File: config.mk
export PLATFORM = sky130hd
export DESIGN_NAME = bicubic_frame_scheduler
export DESIGN_NICKNAME = d
export VERILOG_FILES = /design/src/rtl/bicubic_frame_scheduler.sv
export SDC_FILE = /design/constraint.sdc
export NUM_CORES = 1
export LEC_CHECK = 0
export CORE_UTILIZATION = 38
export DETAILED_ROUTE_END_ITERATION = 10
export GPL_TIMING_DRIVEN = 0
export PLACE_DENSITY = 0.94
export SYNTH_ARGS = -nofsm -noshare
export SYNTH_HDL_FRONTEND = slang
export SYNTH_SLANG_ARGS = --single-unit
File: constraint.sdc
create_clock -name clk -period 3.7 [get_ports clk]
set_clock_uncertainty 0.05 [all_clocks]
set_input_delay 0.925 -clock clk [delete_from_list [all_inputs] [get_ports clk]]
set_output_delay 0.925 -clock clk [all_outputs]
set_load 0.02 [all_outputs]
File: src/rtl/bicubic_frame_scheduler.sv
// Frame scheduler for a 4x vertical bicubic upscaler.
// Passes source pixels to the processing element (PE) and PE output words
// to the sink. It limits how many input rows may be accepted ahead of
// completed output row-groups, and tracks frame progress.
//
// Ports:
//   clk, rst                     clock, synchronous active-high reset
//   start                        one-cycle frame start request (IDLE only)
//   ac_upsp_rdata/rvalid, upsp_ac_rready        source pixel stream
//   pe_rdata/rvalid, pe_rready                  pixel stream to the PE
//   pe_wdata/wvalid, pe_wready                  4-pixel words from the PE
//   upsp_ac_wdata/wvalid/wlast/wsof, ac_upsp_wready   sink word stream
//   busy, done (pulse), ovf_err (sticky)        status
module bicubic_frame_scheduler #(
   parameter int unsigned SRC_W     = 960,
   parameter int unsigned SRC_H     = 540,
   parameter int unsigned LEAD_ROWS = 4
) (
   input  logic        clk,
   input  logic        rst,
   input  logic        start,
   input  logic [23:0] ac_upsp_rdata,
   input  logic        ac_upsp_rvalid,
   output logic        upsp_ac_rready,
   output logic [23:0] pe_rdata,
   output logic        pe_rvalid,
   input  logic        pe_rready,
   input  logic [95:0] pe_wdata,
   input  logic        pe_wvalid,
   output logic        pe_wready,
   output logic [95:0] upsp_ac_wdata,
   output logic        upsp_ac_wvalid,
   input  logic        ac_upsp_wready,
   output logic        upsp_ac_wlast,
   output logic        upsp_ac_wsof,
   output logic        busy,
   output logic        done,
   output logic        ovf_err
);

   localparam int unsigned COL_W  = $clog2(SRC_W);
   localparam int unsigned IROW_W = $clog2(SRC_H + 1);
   localparam int unsigned OROW_W = $clog2(4 * SRC_H);

   typedef enum logic [1:0] {IDLE, RUN, DRAIN, DONE} state_e;

   state_e              state_q, state_d;
   logic [COL_W-1:0]    in_col_q, in_col_d;
   logic [IROW_W-1:0]   in_row_q, in_row_d;
   logic [COL_W-1:0]    out_col_q, out_col_d;
   logic [OROW_W-1:0]   out_row_q, out_row_d;
   logic [2:0]          rows_ahead_q, rows_ahead_d;
   logic                out_done_q, out_done_d;
   logic                ovf_q, ovf_d;
   logic                busy_q, busy_d;
   logic                done_q, done_d;

   logic in_en, out_en, in_hs, out_hs;
   logic in_col_last, out_col_last;
   logic in_row_end, in_frame_end, out_row_end, grp_end, out_frame_end;

   // Stream pass-through with flow gating
   always_comb begin
      in_en          = (state_q == RUN) && (rows_ahead_q < 3'(LEAD_ROWS));
      out_en         = (state_q == RUN) || (state_q == DRAIN);
      pe_rdata       = ac_upsp_rdata;
      pe_rvalid      = ac_upsp_rvalid & in_en;
      upsp_ac_rready = pe_rready & in_en;
      upsp_ac_wdata  = pe_wdata;
      upsp_ac_wvalid = pe_wvalid & out_en;
      pe_wready      = ac_upsp_wready & out_en;
      in_hs          = ac_upsp_rvalid & upsp_ac_rready;
      out_hs         = upsp_ac_wvalid & ac_upsp_wready;
      in_col_last    = (in_col_q == COL_W'(SRC_W - 1));
      out_col_last   = (out_col_q == COL_W'(SRC_W - 1));
      upsp_ac_wlast  = upsp_ac_wvalid & out_col_last;
      upsp_ac_wsof   = upsp_ac_wvalid & (out_col_q == '0) & (out_row_q == '0);
      in_row_end     = in_hs & in_col_last;
      in_frame_end   = in_row_end & (in_row_q == IROW_W'(SRC_H - 1));
      out_row_end    = out_hs & out_col_last;
      // One input row feeds a group of four output rows
      grp_end        = out_row_end & (out_row_q[1:0] == 2'd3);
      out_frame_end  = out_row_end & (out_row_q == OROW_W'(4 * SRC_H - 1));
   end

   // Next-state, counters and status
   always_comb begin
      state_d      = state_q;
      in_col_d     = in_col_q;
      in_row_d     = in_row_q;
      out_col_d    = out_col_q;
      out_row_d    = out_row_q;
      rows_ahead_d = rows_ahead_q;
      out_done_d   = out_done_q;
      ovf_d        = ovf_q;

      if (in_hs) begin
         in_col_d = in_col_last ? '0 : in_col_q + COL_W'(1);
         if (in_col_last) in_row_d = in_row_q + IROW_W'(1);
      end
      if (out_hs) begin
         out_col_d = out_col_last ? '0 : out_col_q + COL_W'(1);
         if (out_frame_end)    out_row_d = '0;
         else if (out_row_end) out_row_d = out_row_q + OROW_W'(1);
         if (out_frame_end) out_done_d = 1'b1;
         // PE produced a word with no input row in hand
         if ((rows_ahead_q == 3'd0) && (in_row_q < IROW_W'(SRC_H))) ovf_d = 1'b1;
      end
      // Simultaneous row-in and group-out cancel; never wrap below zero
      if (in_row_end && !grp_end)
         rows_ahead_d = rows_ahead_q + 3'd1;
      else if (grp_end && !in_row_end && (rows_ahead_q != 3'd0))
         rows_ahead_d = rows_ahead_q - 3'd1;

      case (state_q)
         IDLE: begin
            if (start) begin
               state_d      = RUN;
               in_col_d     = '0;
               in_row_d     = '0;
               out_col_d    = '0;
               out_row_d    = '0;
               rows_ahead_d = '0;
               out_done_d   = 1'b0;
               ovf_d        = 1'b0;
            end
         end
         RUN:     if (in_frame_end) state_d = DRAIN;
         // Output may already have finished while still in RUN
         DRAIN:   if (out_frame_end || out_done_q) state_d = DONE;
         DONE:    state_d = IDLE;
         default: state_d = IDLE;
      endcase

      busy_d = (state_d == RUN) || (state_d == DRAIN);
      done_d = (state_d == DONE);
   end

   // State register
   always_ff @(posedge clk) begin
      if (rst) begin
         state_q      <= IDLE;
         in_col_q     <= '0;
         in_row_q     <= '0;
         out_col_q    <= '0;
         out_row_q    <= '0;
         rows_ahead_q <= '0;
         out_done_q   <= 1'b0;
         ovf_q        <= 1'b0;
         busy_q       <= 1'b0;
         done_q       <= 1'b0;
      end else begin
         state_q      <= state_d;
         in_col_q     <= in_col_d;
         in_row_q     <= in_row_d;
         out_col_q    <= out_col_d;
         out_row_q    <= out_row_d;
         rows_ahead_q <= rows_ahead_d;
         out_done_q   <= out_done_d;
         ovf_q        <= ovf_d;
         busy_q       <= busy_d;
         done_q       <= done_d;
      end
   end

   assign busy    = busy_q;
   assign done    = done_q;
   assign ovf_err = ovf_q;

endmodule

==> metrics, run 1 <==
setup TNS=0 ns; Post-Syn Area=approximately 0.0036 mm^2; drt first pass iters=4; # rows=34; CTS H-Tree Depth=2; Core Util, Final=57.9%; startpoint types=input port; cell area power density=between 200 and 300 mW/mm^2; Final Cell Area=0.00514 mm^2; Reg clk slew, reported paths=0.09 ns; first-pass GRT wire length=13.7 mm; Via density=4.88; n_diodes=0; # DRC=0; Mapped Cells=roughly 440; I/O Buffers=between 100 and 150; total global routing overflow=0; initial antenna violation count=0; Post-Syn Nets=580; WS Path Type=input port to output port; Top Ports=256; CP max FO=3; vias in the first global route=about 3.2k; Final period util=between 80% and 90%; vias=roughly 3.4k; Placed Area=roughly 0.005 mm^2; Hold WS=0.442 ns; leakage dissipation=roughly 2.1 nW; Max VDD drop=around 0.00015 V; synth unique cells=between 40 and 50; root buffer cell=clkbuf_8; layout cells sized above 1=a little under a quarter; Hold Crit Class=flop to flop; final hold vios=0; Fmax achieved=slightly above 300 MHz; dpl hpwl=roughly 7 mm; largest net degree at the start of global routing=15; mean post-synth cell area=a little over 8 um^2; WL/cell=around 12 um; Worst Tran Pin Value=approximately 0.66 ns; clk_lat worst skew=just over 0.3 ns; GRT Total Usage=between 10% and 20%; Die H=98.7 um; Final min period=3.23 ns; Fill cells=~760; clk sink count=51; Slew HR=around 56%; Worst Setup End Kind=output port; gpl congestion=approximately 0.87; DRT antenna net count=0; die width=a little under 100 um; WL final=around 8.6 mm; DIE AREA=between 0.009 and 0.01 mm^2; Final Max Tran Viols=0; Starting Density=40.0%; sequential share of the synthesized area=28.7%; area grow syn2layout=44.8%; CP required=2.72 ns; post-synthesis register bit count=between 50 and 60; CTS Buf Count=5; Final setup viols=0; postcts setup bufs=0; unrepaired setup endpoints after global routing=no; Yosys warnings=0; MaxCap Viol Count=0; initial detailed-routing violation count=approximately 110; TritonCTS clock tree=yes; Critical Path AT=roughly 2.3 ns; nets=722; Bufs on Longest Clock Path=2; core area=just under 0.009 mm^2; outcome=complete, no violations
==> registers in the layout, summed over array words and instances, names as in the netlist <==
signal and flops:
out_row_q 12, in_col_q 10, in_row_q 10, out_col_q 10
rows_ahead_q 3, state_q 2, busy 1, done 1
out_done_q 1, ovf_err 1
==> critical path: stages <==
cell and delay, ns:
clkdlybuf4s50_1 0.55, nand2_1 0.08, nor2_1 0.10, clkdlybuf4s50_1 0.61
==> stage by stage <==
step	power, mW	std cells	worst slack, ns
2_1_floorplan	0.852	439	0.790
6_report	1.40	689	0.472
3_5_place_dp	1.04	682	0.0609
4_1_cts	1.41	689	0.0568
3_3_place_gp	1.03	682	0.0613
5_1_grt	1.45	689	0.393
==> layout by cell type (no fill, tap or decap), types with 8 or more instances in the layout <==
| master | Yosys | routed |
|---|---|---|
| clkdlybuf4s50_1 | 0 | 134 |
| buf_4 | 122 | 122 |
| dfxtp_1 | 51 | 51 |
| nor2_1 | 49 | 49 |
| nand2_1 | 31 | 31 |
| xnor2_1 | 19 | 19 |
| inv_1 | 14 | 14 |
| nand4_1 | 14 | 14 |
| a21oi_1 | 14 | 14 |
| xor2_1 | 14 | 14 |
| ha_1 | 14 | 14 |
| nand3_1 | 13 | 13 |
| nor3_1 | 10 | 10 |
| clkbuf_1 | 7 | 8 |
| and3_1 | 8 | 8 |
| o21ai_0 | 8 | 8 |
==> power by group <==
part | switching, mW | internal (mW) | leakage, nW
combinational | 0.213 | 0.248 | 1.66
sequential | 0.00674 | 0.556 | 0.411
clock | 0.178 | 0.198 | 0.0513
total | 0.398 | 1.00 | 2.13
==> cell families (layout without fill, tap and decap cells) <==
kind of cell | Yosys count | count (layout) | synth area share, %
buffers and inverters | 144 | 286 | 28.1
flip-flops | 51 | 51 | 28.7
adder cells (fa/ha/maj) | 14 | 14 | 4.93
AO/OA/AOI/OAI | 33 | 33 | 5.42
XOR/XNOR | 33 | 33 | 8.14
AND/OR/NAND/NOR | 164 | 164 | 24.6
==> synthesized netlist by cell type <==
library cell	number	area, um^2
a2111oi_0	1	8.76
a211oi_1	1	7.51
a21o_1	1	7.51
a21oi_1	14	70.1
a2bb2oi_1	1	8.76
a31oi_1	2	12.5
and2_1	6	37.5
and3_1	8	50.1
and3b_1	1	8.76
and4_1	4	35.0
and4b_1	2	20.0
buf_2	1	5.00
buf_4	122	916
clkbuf_1	7	26.3
dfxtp_1	51	1020
ha_1	14	175
inv_1	14	52.6
nand2_1	31	116
nand3_1	13	65.1
nand4_1	14	87.6
nand4b_1	1	8.76
nand4b_4	1	23.8
nor2_1	49	184
nor2b_1	4	25.0
nor3_1	10	50.1
nor3b_1	2	15.0
nor4_1	6	37.5
nor4_2	1	12.5
nor4_4	1	21.3
nor4b_1	1	8.76
o21ai_0	8	40.0
o21ai_1	1	5.00
o2bb2ai_1	1	8.76
o31ai_1	2	15.0
o41ai_1	1	8.76
or3_1	5	31.3
or4_1	2	15.0
or4_4	1	11.3
or4b_1	1	10.0
xnor2_1	19	166
xor2_1	14	123
==> layout make-up <==
class / count / area [um^2] / area share [%]
plain buffers: 130 / 947 / 18.4
well taps: 108 / 135 / 2.63
inverters: 14 / 52.6 / 1.02
repair buffers: 135 / 1350 / 26.3
clock inverters: 1 / 30.0 / 0.584
multi-input cells: 244 / 1530 / 29.8
flip-flops and latches: 51 / 1020 / 19.8
clock buffers: 6 / 72.6 / 1.41
==> routing by layer <==
metal  GRT usage, %  up-vias  share of wire (%)
met3           2.91       20                6.1
met2           35.2      171                 56
met4           6.89        0                2.5
li1               -     1626                  -
met1           16.1     1542                 36
met5              0        -                  0
==> repair_timing <==
action,in CTS,in global routing
gates resized for setup,0,1
endpoints found under the hold margin,0,0
hold buffers,0,0
endpoints found under the setup margin,0,1
==> path summary, 6_finish.rpt <==
| check | startpoint | endpoint | slack [ns] | depth (start not counted) |
|---|---|---|---|---|
| setup reg to reg | state_q[0]$_SDFF_PP0_ | busy$_SDFF_PP0_ | 1.03 | 10 |
| hold reg to reg | in_col_q[1]$_SDFF_PP0_ | in_col_q[1]$_SDFF_PP0_ | 0.44 | 2 |
| setup / recovery | pe_rready | upsp_ac_rready | 0.47 | 4 |
| hold / removal | in_col_q[1]$_SDFF_PP0_ | in_col_q[1]$_SDFF_PP0_ | 0.44 | 2 |
No activity file was read; power rests on OpenSTA's default activity.
==> run 2, diff against run 1 <==
--- a/config.mk
+++ b/config.mk
@@ -5,10 +5,12 @@
 export SDC_FILE = /design/constraint.sdc
 export NUM_CORES = 1
 export LEC_CHECK = 0
-export CORE_UTILIZATION = 38
+export CORE_AREA = 2 2 98 100
 export DETAILED_ROUTE_END_ITERATION = 10
+export DIE_AREA = 0 0 100 102
+export DONT_BUFFER_PORTS = 1
 export GPL_TIMING_DRIVEN = 0
-export PLACE_DENSITY = 0.94
+export PLACE_DENSITY = 0.6
 export SYNTH_ARGS = -nofsm -noshare
 export SYNTH_HDL_FRONTEND = slang
 export SYNTH_SLANG_ARGS = --single-unit
==> metrics, run 2 (same netlist as run 1, synthesis figures left out) <==
outcome=complete, no violations; most frequent cells in the layout=buf_4 (122), dfxtp_1 (51), nor2_1 (49); Final period util=between 90 and 100%; initial detailed-routing violation count=119; Bufs on Longest Clock Path=2; R2R setup slack=between 0.9 and 1 ns; dpl hpwl=6.38 mm; postcts setup bufs=0; worst slack at placement=around 0.56 ns; die width=100 um; Largest Register=out_row_q; DIE AREA=approximately 0.010 mm^2; startpoint types=flop; first-pass GRT wire length=between 10 and 15 mm; Final min period=~3.4 ns; Fmax achieved=292 MHz; vias in the first global route=about 2.3k; GRT Total Usage=between 10% and 20%; Fill cells=slightly above 900; largest net degree at the start of global routing=18; WL final=about 8 mm; CTS Buf Count=5; post-route worst setup slack=0.281 ns; setup TNS=0 ns; Via density=between 4 and 5; vias=between 2k and 3k; Worst Setup End Kind=output port; core area=slightly above 0.009 mm^2; initial antenna violation count=0; Total Power=approximately 1.3 mW; Final Cell Area=around 0.0038 mm^2; clk sink count=between 50 and 60; Max VDD drop=0.000194 V; I/O Buffers=0; n_diodes=0; TritonCTS clock tree=yes; max reg flops=12; MaxCap Viol Count=0; Top Ports=between 200 and 300; Starting Density=around two fifths; Final Max Tran Viols=0; Die H=about 100 um; DRT antenna net count=0; Hold Crit Class=flop to flop; layout cells sized above 1=~30%; WL/cell=about 14 um; CP max FO=5; root buffer cell=clkbuf_8; PostCTS Resize Cnt=0; drt first pass iters=4; WS Path Type=flop to output port; Post-Layout Cell Count=between 500 and 600; CP required=2.72 ns; Worst Tran Pin Value=about 0.95 ns; # DRC=0; # placed instances=between 500 and 600; Final setup viols=0; CTS H-Tree Depth=2; leakage dissipation=between 1.5 and 2 nW; Critical Path AT=around 2.4 ns; unrepaired setup endpoints after global routing=no; total global routing overflow=0; Slew HR=a little over a third; hold buffers post-CTS=0; gpl congestion=a little over 0.8; area grow syn2layout=7.19%; most common cell after layout, fill and taps aside=buf_4; Reg clk slew, reported paths=around 0.1 ns; # rows=35; nets=587; final hold vios=0; cell area power density=335 mW/mm^2; Placed Area=0.00369 mm^2; clk_lat worst skew=just over 0.3 ns
run 2: cell types whose count changed in the layout (fill, tap and decap cells not counted), sizes merged:
cell           before  now
clkbuf             13   12
clkdlybuf4s50     134    0
clkinv              0    1
dlymetal6s2s        1    0
inv                14   15
run 2: per-stage QoR:
stage	util (%)	hold slack, ns
floorplan	-	0.399
global placement	40.5	0.405
detailed placement	40.5	0.428
CTS	41.8	0.447
global route	41.8	0.470
finish	41.8	0.446
run 2: path summary, 6_finish.rpt:
kind,from,to,depth (start not counted)
max reg2reg,state_q[0]$_SDFF_PP0_,busy$_SDFF_PP0_,10
min reg2reg,out_done_q$_SDFF_PP0_,out_done_q$_SDFF_PP0_,2
min,out_done_q$_SDFF_PP0_,out_done_q$_SDFF_PP0_,2
max,state_q[0]$_SDFF_PP0_,upsp_ac_wsof,6
run 2: layout make-up:
cell class                 count  area, um^2  share of cell area [%]
buffer                       130         947                    24.9
sequential                    51        1020                    26.8
inverter                      14        52.6                    1.38
clock inverter                 3        47.5                    1.25
clock buffer                   5        68.8                    1.81
multi-input combinational    244        1530                    40.2
tap                          111         139                    3.65
run 2: metal layers:
layer  global-route usage, %  wire length [um]
met1                    16.4              2980
met2                    25.1              4110
met3                    4.24               708
met4                    4.11                82
met5                       0                 0
run 2: where the power goes:
| group | leakage, nW | total [mW] | switching (mW) | internal (mW) |
|---|---|---|---|---|
| sequential | 0.411 | 0.567 | 0.0110 | 0.556 |
| clock | 0.0587 | 0.402 | 0.196 | 0.205 |
| combinational | 1.12 | 0.305 | 0.187 | 0.118 |
run 2: worst max-delay path, stage by stage, from the launching register on:
cell	delay, ns
dfxtp_1	0.41
inv_1	0.11
ha_1	0.37
nand2_1	0.09
inv_1	0.20
nand4_1	0.16
nor4_1	0.80
==> run 3, diff against run 2 <==
--- a/config.mk
+++ b/config.mk
@@ -6,6 +6,7 @@
 export NUM_CORES = 1
 export LEC_CHECK = 0
 export CORE_AREA = 2 2 98 100
+export CTS_CLUSTER_DIAMETER = 80
 export DETAILED_ROUTE_END_ITERATION = 10
 export DIE_AREA = 0 0 100 102
 export DONT_BUFFER_PORTS = 1
==> results of run 3 <==
Same layout as run 2: the final DEF is identical, and so are final timing and power.
